===== config.mk =====
export PLATFORM = sky130hd
export DESIGN_NAME = bot_nav_ctrl
export DESIGN_NICKNAME = d
export VERILOG_FILES = /design/src/rtl/bot_nav_pkg.sv /design/src/rtl/bot_nav_decode.sv /design/src/rtl/bot_nav_ctrl.sv
export SDC_FILE = /design/constraint.sdc
export NUM_CORES = 1
export LEC_CHECK = 0
export ABC_CLOCK_PERIOD_IN_PS = 1900
export CORE_UTILIZATION = 55
export CTS_CLUSTER_SIZE = 12
export DETAILED_ROUTE_END_ITERATION = 10
export DONT_BUFFER_PORTS = 1
export GPL_TIMING_DRIVEN = 0
export PLACE_DENSITY_LB_ADDON = 0.1
export SYNTH_ARGS = -nofsm -noshare
export SYNTH_HDL_FRONTEND = slang
export SYNTH_SLANG_ARGS = --single-unit

===== constraint.sdc =====
create_clock -name clk -period 1.9 [get_ports clk]
set_input_delay 0.38 -clock clk [delete_from_list [all_inputs] [get_ports clk]]
set_output_delay 0.38 -clock clk [all_outputs]
set_load 0.02 [all_outputs]

===== src/rtl/bot_nav_pkg.sv =====
// bot_nav_pkg: shared types, field positions and the motor-word packer for the Rojobot navigation controller
package bot_nav_pkg;
  typedef enum logic [2:0] {
    S_IDLE    = 3'd0,
    S_FOLLOW  = 3'd1,
    S_TURN_L  = 3'd2,
    S_TURN_R  = 3'd3,
    S_SEARCH  = 3'd4,
    S_REVERSE = 3'd5,
    S_HALT    = 3'd6
  } nav_state_e;
  typedef enum logic [1:0] {L_CENTER, L_LEFT, L_RIGHT, L_LOST} line_e;
  localparam int MC_LDIR = 7;
  localparam int MC_LSPD = 4;
  localparam int MC_RDIR = 3;
  localparam int MC_RSPD = 0;
  localparam int SN_PROXL = 4;
  localparam int SN_PROXR = 3;
  localparam int SN_BLKL = 2;
  localparam int SN_BLKC = 1;
  localparam int SN_BLKR = 0;
  function automatic logic [7:0] pack_mot(logic ldir, logic [2:0] lspd, logic rdir, logic [2:0] rspd);
    logic [7:0] m;
    m = '0;
    m[MC_LDIR] = ldir;
    m[MC_LSPD +: 3] = lspd;
    m[MC_RDIR] = rdir;
    m[MC_RSPD +: 3] = rspd;
    return m;
  endfunction
endpackage


===== src/rtl/bot_nav_decode.sv =====
// bot_nav_decode: classifies the {BlkL,BlkC,BlkR} line sensors as CENTER, LEFT, RIGHT or LOST
import bot_nav_pkg::*;
module bot_nav_decode (
  input  logic [2:0] blk,
  output line_e      line
);
  always_comb
    line = (blk == 3'b000) ? L_LOST :
           (blk == 3'b100 || blk == 3'b110) ? L_LEFT :
           (blk == 3'b001 || blk == 3'b011) ? L_RIGHT : L_CENTER;
endmodule


===== src/rtl/bot_nav_ctrl.sv =====
// bot_nav_ctrl: line-follow / obstacle back-off / bounded search controller driving the Rojobot MotCtl input
// Optional BOT_NAV_STATS_EN adds a saturating lost_cnt of FOLLOW/TURN->SEARCH transitions.
import bot_nav_pkg::*;
module bot_nav_ctrl #(
  parameter logic [2:0] FWD_SPEED    = 3'd6,
  parameter logic [2:0] TURN_SPEED   = 3'd3,
  parameter int         REV_TICKS    = 4,
  parameter int         SEARCH_LIMIT = 16
) (
  input  logic        clk,
  input  logic        reset,
  input  logic        run,
  input  logic        upd_sysregs,
  input  logic [7:0]  Sensors_reg,
  input  logic [7:0]  BotInfo_reg,
  output logic [7:0]  MotCtl_out,
  output logic [2:0]  nav_state,
  output logic        halted,
`ifdef BOT_NAV_STATS_EN
  output logic [15:0] lost_cnt,
`endif
  output logic [7:0]  info_latched
);
  localparam logic [3:0] REV_LOAD = 4'(REV_TICKS - 1);
  localparam logic [7:0] LIMIT = 8'(SEARCH_LIMIT);
  nav_state_e state, state_nx;
  logic [3:0] rev_cnt, rev_nx;
  logic [7:0] srch_cnt, srch_nx, srch_inc;
  logic [7:0] mot_nx;
  logic       obs, eval;
  line_e      line;
  bot_nav_decode u_dec (.blk(Sensors_reg[SN_BLKL:SN_BLKR]), .line(line));
  assign obs = Sensors_reg[SN_PROXL] | Sensors_reg[SN_PROXR];
  assign eval = run & upd_sysregs;
  assign srch_inc = (srch_cnt == 8'hFF) ? srch_cnt : srch_cnt + 8'd1;
  always_ff @(posedge clk) begin
    if (reset) begin
      state <= S_IDLE;
      rev_cnt <= '0;
      srch_cnt <= '0;
      MotCtl_out <= '0;
      info_latched <= '0;
    end else begin
      state <= state_nx;
      rev_cnt <= rev_nx;
      srch_cnt <= srch_nx;
      MotCtl_out <= mot_nx;
      if (eval) info_latched <= BotInfo_reg;
    end
  end
  always_comb begin
    state_nx = state;
    rev_nx = rev_cnt;
    srch_nx = srch_cnt;
    if (!run) begin
      state_nx = S_IDLE;
      rev_nx = '0;
      srch_nx = '0;
    end else if (upd_sysregs) begin
      if (obs && state != S_REVERSE && state != S_HALT) begin
        state_nx = S_REVERSE;
        rev_nx = REV_LOAD;
      end else begin
        case (state)
          S_IDLE, S_FOLLOW: begin
            state_nx = (line == L_CENTER) ? S_FOLLOW : (line == L_LEFT) ? S_TURN_L :
                       (line == L_RIGHT) ? S_TURN_R : S_SEARCH;
            if (line == L_LOST) srch_nx = '0;
          end
          S_TURN_L, S_TURN_R: begin
            state_nx = Sensors_reg[SN_BLKC] ? S_FOLLOW : (line == L_LOST) ? S_SEARCH : state;
            if (!Sensors_reg[SN_BLKC] && line == L_LOST) srch_nx = '0;
          end
          S_SEARCH: begin
            if (line != L_LOST) state_nx = S_FOLLOW;
            else begin
              srch_nx = srch_inc;
              if (srch_inc == LIMIT) state_nx = S_HALT;
            end
          end
          S_REVERSE: begin
            if (rev_cnt == '0) begin
              state_nx = S_SEARCH;
              srch_nx = '0;
            end else rev_nx = rev_cnt - 4'd1;
          end
          default: state_nx = state;
        endcase
      end
    end
  end
  always_comb begin
    mot_nx = (state_nx == S_FOLLOW) ? pack_mot(1'b1, FWD_SPEED, 1'b1, FWD_SPEED) :
             (state_nx == S_TURN_L) ? pack_mot(1'b0, TURN_SPEED, 1'b1, TURN_SPEED) :
             (state_nx == S_TURN_R || state_nx == S_SEARCH) ? pack_mot(1'b1, TURN_SPEED, 1'b0, TURN_SPEED) :
             (state_nx == S_REVERSE) ? pack_mot(1'b0, TURN_SPEED, 1'b0, TURN_SPEED) : 8'h00;
    nav_state = state;
    halted = (state == S_HALT);
  end
`ifdef BOT_NAV_STATS_EN
  logic lost_ev;
  assign lost_ev = eval && (state == S_FOLLOW || state == S_TURN_L || state == S_TURN_R) && state_nx == S_SEARCH;
  // survives run=0 on purpose: only reset clears the statistic
  always_ff @(posedge clk) begin
    if (reset) lost_cnt <= '0;
    else if (lost_ev && lost_cnt != 16'hFFFF) lost_cnt <= lost_cnt + 16'd1;
  end
`endif
endmodule


[Word-level counts from Yosys, hierarchy flattened]
Index checks and enable logic that the tools add are counted.
Cells by class
  multiplexer cells: 28
  bitwise gates (word level): 4
  reduce and logical (&&, ||, !) cells: 19
  equal/unequal tests: 28
  $add $sub $neg: 2
Operators with widths (count)
  $mux 8: 8
  $mux 3: 11
  $pmux 8 s4: 1
  $eq 3x3->1 const B: 7
  $eq 3x2->1 const B: 5
  $mux 4: 3
  $ne 2x2->1 const B: 6
  $pmux 3 s4: 1
  $eq 3x1->1 const B: 3
  $add 8x1->8 const B: 1
  $eq 8x5->1 const B: 1
  $eq 8x8->1 const B: 1
  $reduce_or 2->1: 4
  $reduce_and 7->1: 1
  $logic_not 3->1: 2
  $mux 2: 3
  $mux 6: 1
  $ne 3x3->1 const B: 2
  $eq 2x2->1 const B: 2
  $logic_not 4->1: 1
  $reduce_bool 4->1: 1
  $sub 4x1->4 const B: 1
  $logic_and 1x1->1: 3
  $logic_or 1x1->1: 3
  8 further kinds: 9
Storage, ports and cells
  input bits: 20
  register bits after elaboration: 31

[Logic depth before layout (Yosys ltp)]
  word-level depth: 18
  gate-level depth with buffers: 7
  mapped depth without buffers: 7

[Modules after synthesis]
Synthesis repeated with hierarchy kept, for this count alone.
Unflattened totals
  cell total of the unflattened synthesis: 205
  area, all modules: 1640.3 µm²
Modules (own cells, without submodules)
  bot_nav_ctrl: cells an instance 201, area an instance 1622.8 µm², instances 1
  bot_nav_decode: cells an instance 4, area an instance 17.5 µm², instances 1

[Worst setup path before layout]
No wires, ideal clock.
  path type: register to register
  start: register srch_cnt[0]
  end: register MotCtl_out[0]
  library setup time: 123 ps
  slack: -164 ps
  cell stages (with the launch flop): 7
  arrival: 1941 ps
  required time: 1777 ps
  buffers on the path: 0
  path through: dfxtp_1 ha_1 and4_4 nand4_2 a2111oi_4 o2111a_1 mux2_1
On the way
  cells in the longest elaborated chain, start to end: 13
Ends and longest elaborated chain
  from (decl): line bot_nav_ctrl.sv:28  | logic [7:0] srch_cnt, srch_nx, srch_inc;
  from (signal assigned): line bot_nav_ctrl.sv:46  | srch_cnt <= srch_nx;
  $add 8x1->8 / $eq 8x8->1 (equally long branches): line bot_nav_ctrl.sv:35  | assign srch_inc = (srch_cnt == 8'hFF) ? srch_cnt : srch_cnt + 8'd1;
  $mux 8 (*): line bot_nav_ctrl.sv:35
  $eq 8x5->1 (*): line bot_nav_ctrl.sv:78  | if (srch_inc == LIMIT) state_nx = S_HALT;
  $mux 3 (*): line bot_nav_ctrl.sv:78
  $mux 3 (*): line bot_nav_ctrl.sv:75  | if (line != L_LOST) state_nx = S_FOLLOW;
  $pmux 3 s4 (*): line bot_nav_ctrl.sv:64  | case (state)
  $mux 3 (*): line bot_nav_ctrl.sv:60  | if (obs && state != S_REVERSE && state != S_HALT) begin
  $mux 3 (*): line bot_nav_ctrl.sv:59  | end else if (upd_sysregs) begin
  $mux 3 (*): line bot_nav_ctrl.sv:55  | if (!run) begin
  $eq 3x3->1 (tied with other cells): line bot_nav_ctrl.sv:96  | (state_nx == S_REVERSE) ? pack_mot(1'b0, TURN_SPEED, 1'b0, TURN_SPEED) : 8'h00;
  $mux 6 / $logic_or 1x1->1 (equally long branches): line bot_nav_ctrl.sv:96, bot_nav_ctrl.sv:95
  $mux 8: line bot_nav_ctrl.sv:95  | (state_nx == S_TURN_R || state_nx == S_SEARCH) ? pack_mot(1'b1, TURN_SPEED, 1'b0, TURN_SPEED) :
  $mux 8: line bot_nav_ctrl.sv:94  | (state_nx == S_TURN_L) ? pack_mot(1'b0, TURN_SPEED, 1'b1, TURN_SPEED) :
  to (signal assigned): line bot_nav_ctrl.sv:47  | MotCtl_out <= mot_nx;
  to (decl): line bot_nav_ctrl.sv:16  | output logic [7:0] MotCtl_out,
Mark *: on every way between the ends. The rest lies on a longest branch, timed or not.
A chain may end at the register's enable or synchronous reset.

[Final worst setup path]
  start: register srch_cnt[1]
  end: register MotCtl_out[5]
On the way
  cells in the longest elaborated chain, start to end: 14
Ends and longest elaborated chain
  $add 8x1->8 / $eq 8x8->1 (equally long branches): line bot_nav_ctrl.sv:35
  $mux 8 (*): line bot_nav_ctrl.sv:35
  $eq 8x5->1 (*): line bot_nav_ctrl.sv:78
  $mux 3 (*): line bot_nav_ctrl.sv:78
  $mux 3 (*): line bot_nav_ctrl.sv:75
  $pmux 3 s4 (*): line bot_nav_ctrl.sv:64
  $mux 3 (*): line bot_nav_ctrl.sv:60
  $mux 3 (*): line bot_nav_ctrl.sv:59
  $mux 3 (*): line bot_nav_ctrl.sv:55
  $eq 3x3->1 (tied with other cells): line bot_nav_ctrl.sv:96
  $mux 6 / $logic_or 1x1->1 (equally long branches): line bot_nav_ctrl.sv:96, bot_nav_ctrl.sv:95
  $mux 8: line bot_nav_ctrl.sv:95
  $mux 8: line bot_nav_ctrl.sv:94
  $mux 8 (*): line bot_nav_ctrl.sv:93  | mot_nx = (state_nx == S_FOLLOW) ? pack_mot(1'b1, FWD_SPEED, 1'b1, FWD_SPEED) :
Marks and branches as above.

==> impl_summary.log <==
[metrics] data arrival time of the critical path: 2.28 ns
[metrics] violations in the final reports: negative setup slack
[metrics] clk_lat worst skew: 0.33 ns
[metrics] initial core utilization: 0.596
[metrics] # nets final: 250
[metrics] final critical-path share of the clock period: 1.07
[metrics] most frequent cells in the layout: 23 x dfxtp_1, 23 x a21oi_1, 20 x nand2_1
[metrics] Clock Sink Count: 28
[metrics] clock transition at the registers of the reported paths: 0.14 ns
[metrics] ratio of cells with drive above 1 in the final layout: 0.276
[metrics] wire length the detailed router placed on met1: 1700 µm
[metrics] clock share of power: 0.233
[metrics] path type of the worst min-delay path: in2reg
[metrics] Non-Filler Cell Area, Final: 1980 µm²
[metrics] detailed-routed wire length on met3: 239 µm
[metrics] fraction of the yosys area taken by sequential cells: 0.332
[metrics] Yosys Warn Count: 0
[metrics] highest routed metal layer: met4
[metrics] max-cap check violation count: 0
[metrics] pin slew with the least headroom to its limit: 0.503 ns
[metrics] total vias in the final route: 1646
[metrics] instance count of the mapped netlist: 208
[metrics] Top FF cell, synth: dfxtp_1
[metrics] clock buffers created by TritonCTS: 3
[metrics] worst supply voltage drop on vdd: 0.380 mV
[metrics] setup slack of the critical path after layout: -0.126 ns
[metrics] aggregate negative setup slack: -0.706 ns
[metrics] internal power component: 0.748 mW
[metrics] summed instance area of the synthesized netlist: 1690 µm²
[metrics] number of rows created at floorplan: 19
[metrics] Ant. Diodes: 0
[metrics] endpoint type of the worst setup path: flip-flop
[metrics] kind of start point of the critical path: flip-flop
[metrics] count of nets left with antenna violations after detail routing: 0
[metrics] I/O pin cnt: 40
[metrics] setup repair after global routing missed its margin: yes
[metrics] cell type contributing the most total cell area after synthesis: dfxtp_1
[metrics] Post-CTS Hold Buffers: 0
[metrics] die footprint: 3290 µm²
[metrics] slowest library cell on the worst path: a2111oi_4
[metrics] floorplan core area: 2830 µm²
[metrics] leakage power total: 0.704 nW
[metrics] synthesized area divided by synthesized cell count: 8.11 µm²
[metrics] Critical Path Max Stage Delay: 0.41 ns
[metrics] Total Wirelength: 4090 µm
[metrics] Clock H-tree levels: 1
[metrics] setup clock skew after layout: 0.00223 ns
[metrics] Post-synth EDFFs: 0
[metrics] net switching share of the total power: 0.289
[metrics] first-pass GRT wire length: 6910 µm
[metrics] Top delay family on crit path: compound AO/OA/AOI/OAI gates
[metrics] Routed wire per std cell: 16.0 µm
[metrics] fraction of power consumed by sequential logic: 0.607
[metrics] share of async-settable or async-resettable flops after synthesis: 0
[metrics] global placer's final weighted congestion: 0.932
[metrics] Setup Crit Path Kind: reg2reg
[metrics] critical path required time: 2.15 ns
[metrics] sum of overflow across all layers after global routing: 0
[metrics] crit path buf inv count: 1
[metrics] vias in the first global route: 1578
[metrics] clock buffer depth: 2
[metrics] Root Driver: clkbuf_4
[metrics] power after layout: 1.05 mW
[metrics] maximum fanout along the worst path: 5
[metrics] CTS tree: done
[metrics] pins over their slew limit: 0
[metrics] cell breakdown of the critical path: ha_4 -> and4_4 -> a21o_1 -> a2111oi_4 -> buf_4 -> o2111ai_4 -> a221oi_2
[metrics] combinational power share: 0.160
[metrics] Die H: 57.4 µm
[metrics] Detailed Place HPWL: 2940 µm
[metrics] port buffer count: 0
[metrics] Final setup violation count: 7
[metrics] main area contributors after synthesis: dfxtp_1 33%, a21oi_1 7.4%, nand2_1 4.5%
[metrics] Sw Pwr: 0.303 mW
[metrics] initial antenna violation count: 0
[metrics] count of filler cells inserted in the layout: 232
[metrics] minimum period implied by the final worst setup slack: 2.03 ns
[metrics] Synth Net Count: 231
[metrics] number of DRC markers in iteration 0: 46
[metrics] max-slew headroom at the worst pin: 0.661
[metrics] Synth top area share: 0.332
[metrics] iteration count of the initial detailed-routing pass: 4
[metrics] number of remaining DRC errors: 0
[metrics] post-synthesis sequential element count: 28
[metrics] horizontal die dimension: 57.4 µm
[metrics] number of distinct library cells after synthesis: 59
[metrics] pwr/cell area: 532 nW/µm²
[metrics] global routing usage summed across all routing layers: 0.264
[metrics] Via density: 6.43
[metrics] wire length on met2: 2090 µm
[metrics] standard cell area after detailed placement: 1740 µm²
[metrics] final hold vios: 0
[metrics] highest clock frequency the design can meet: 493 MHz
[metrics] run status: finished, violations left
[metrics] growth of design area from synthesis to finish: 17.2%
[metrics] pin count of the biggest net entering global routing: 15
-- worst paths after layout --
kind / startpoint / slack, ns / cells past startpoint / endpoint
max: srch_cnt[1]$_SDFFE_PP0P_ / -0.13 / 7 / MotCtl_out[5]$_SDFF_PP0_
max reg2reg: srch_cnt[1]$_SDFFE_PP0P_ / -0.13 / 7 / MotCtl_out[5]$_SDFF_PP0_
min reg2reg: rev_cnt[3]$_SDFFE_PP0P_ / 0.51 / 2 / rev_cnt[3]$_SDFFE_PP0P_
min: BotInfo_reg[1] / 0.17 / 2 / info_latched[1]$_SDFFE_PP0P_
-- final cells by class --
class / count / area, µm² / share of cell area
well taps: 31 / 38.8 / 0.0196
plain buffers: 17 / 109 / 0.0551
repair buffers: 14 / 113 / 0.0570
clock buffers: 3 / 22.5 / 0.0114
inverters: 7 / 26.3 / 0.0133
flip-flops and latches: 28 / 574 / 0.291
multi-input cells: 156 / 1090 / 0.553
-- through the flow --
stage                     std cells  hold WS (ns)   util  worst slack [ns]
final                           256         0.174  0.699            -0.126
after global routing            256         0.172  0.699            -0.202
after CTS                       250         0.175  0.663            -0.112
after detailed placement        239         0.488  0.615            -0.244
after global placement          239         0.473  0.615            -0.193
after floorplan                 208         0.463      -           -0.0612
-- synthesized netlist by cell type, types with 2 or more instances --
library cell / n
nand3_1: 10
buf_6: 2
a21oi_1: 25
a22o_1: 2
a21o_1: 2
clkbuf_1: 6
xor2_1: 2
dfxtp_1: 28
ha_1: 3
a211oi_1: 3
nand4_1: 5
inv_1: 7
buf_4: 3
o21ai_0: 9
nand2_1: 20
a311oi_1: 3
and2_1: 2
nor3_1: 8
nor2_1: 17
mux2_1: 2
a31oi_1: 4
buf_2: 6
nand2b_1: 2
a31o_2: 2
-- power by group through the flow --
stage          combinational (mW)  clock, mW  sequential [mW]
2_1_floorplan               0.119          0            0.651
3_3_place_gp                0.138          0            0.654
3_5_place_dp                0.144          0            0.654
4_1_cts                     0.150      0.249            0.638
5_1_grt                     0.185      0.267            0.640
6_report                    0.168      0.245            0.638
-- worst register-to-register path, delay by kind of cell (launching register included) --
family	cells	cell delay, ns
compound gates	4	1.00
fa+ha+maj	1	0.17
simple gates	1	0.20
flops	1	0.38
buf+inv	1	0.20
-- what timing repair did --
item	in CTS	in global routing
setup endpoints to repair	13	15
hold endpoints to repair	0	0
pin swaps	5	8
gates resized for setup	13	14
setup buffers	8	6
-- registers in the layout, summed over array words and instances, names as in the netlist --
name          flops
srch_cnt          8
rev_cnt           4
nav_state         3
MotCtl_out        5
info_latched      8
-- kinds of logic after synthesis --
| kind of cell | share of synthesized area |
|---|---|
| xor gates and xnor gates | 0.0156 |
| muxes | 0.0260 |
| AOI/OAI and AO/OA | 0.275 |
| and+or+nand+nor | 0.255 |
| DFF | 0.332 |
| buffers and inverters | 0.0734 |
| adders and majority gates | 0.0223 |
-- per-layer routing --
| metal | up-vias | GRT usage |
|---|---|---|
| met5 | - | 0 |
| met4 | 0 | 0.0871 |
| met3 | 8 | 0.0385 |
| met2 | 63 | 0.458 |
| met1 | 773 | 0.336 |
| li1 | 802 | - |
Note: power is estimated with default switching activity, not from simulation.
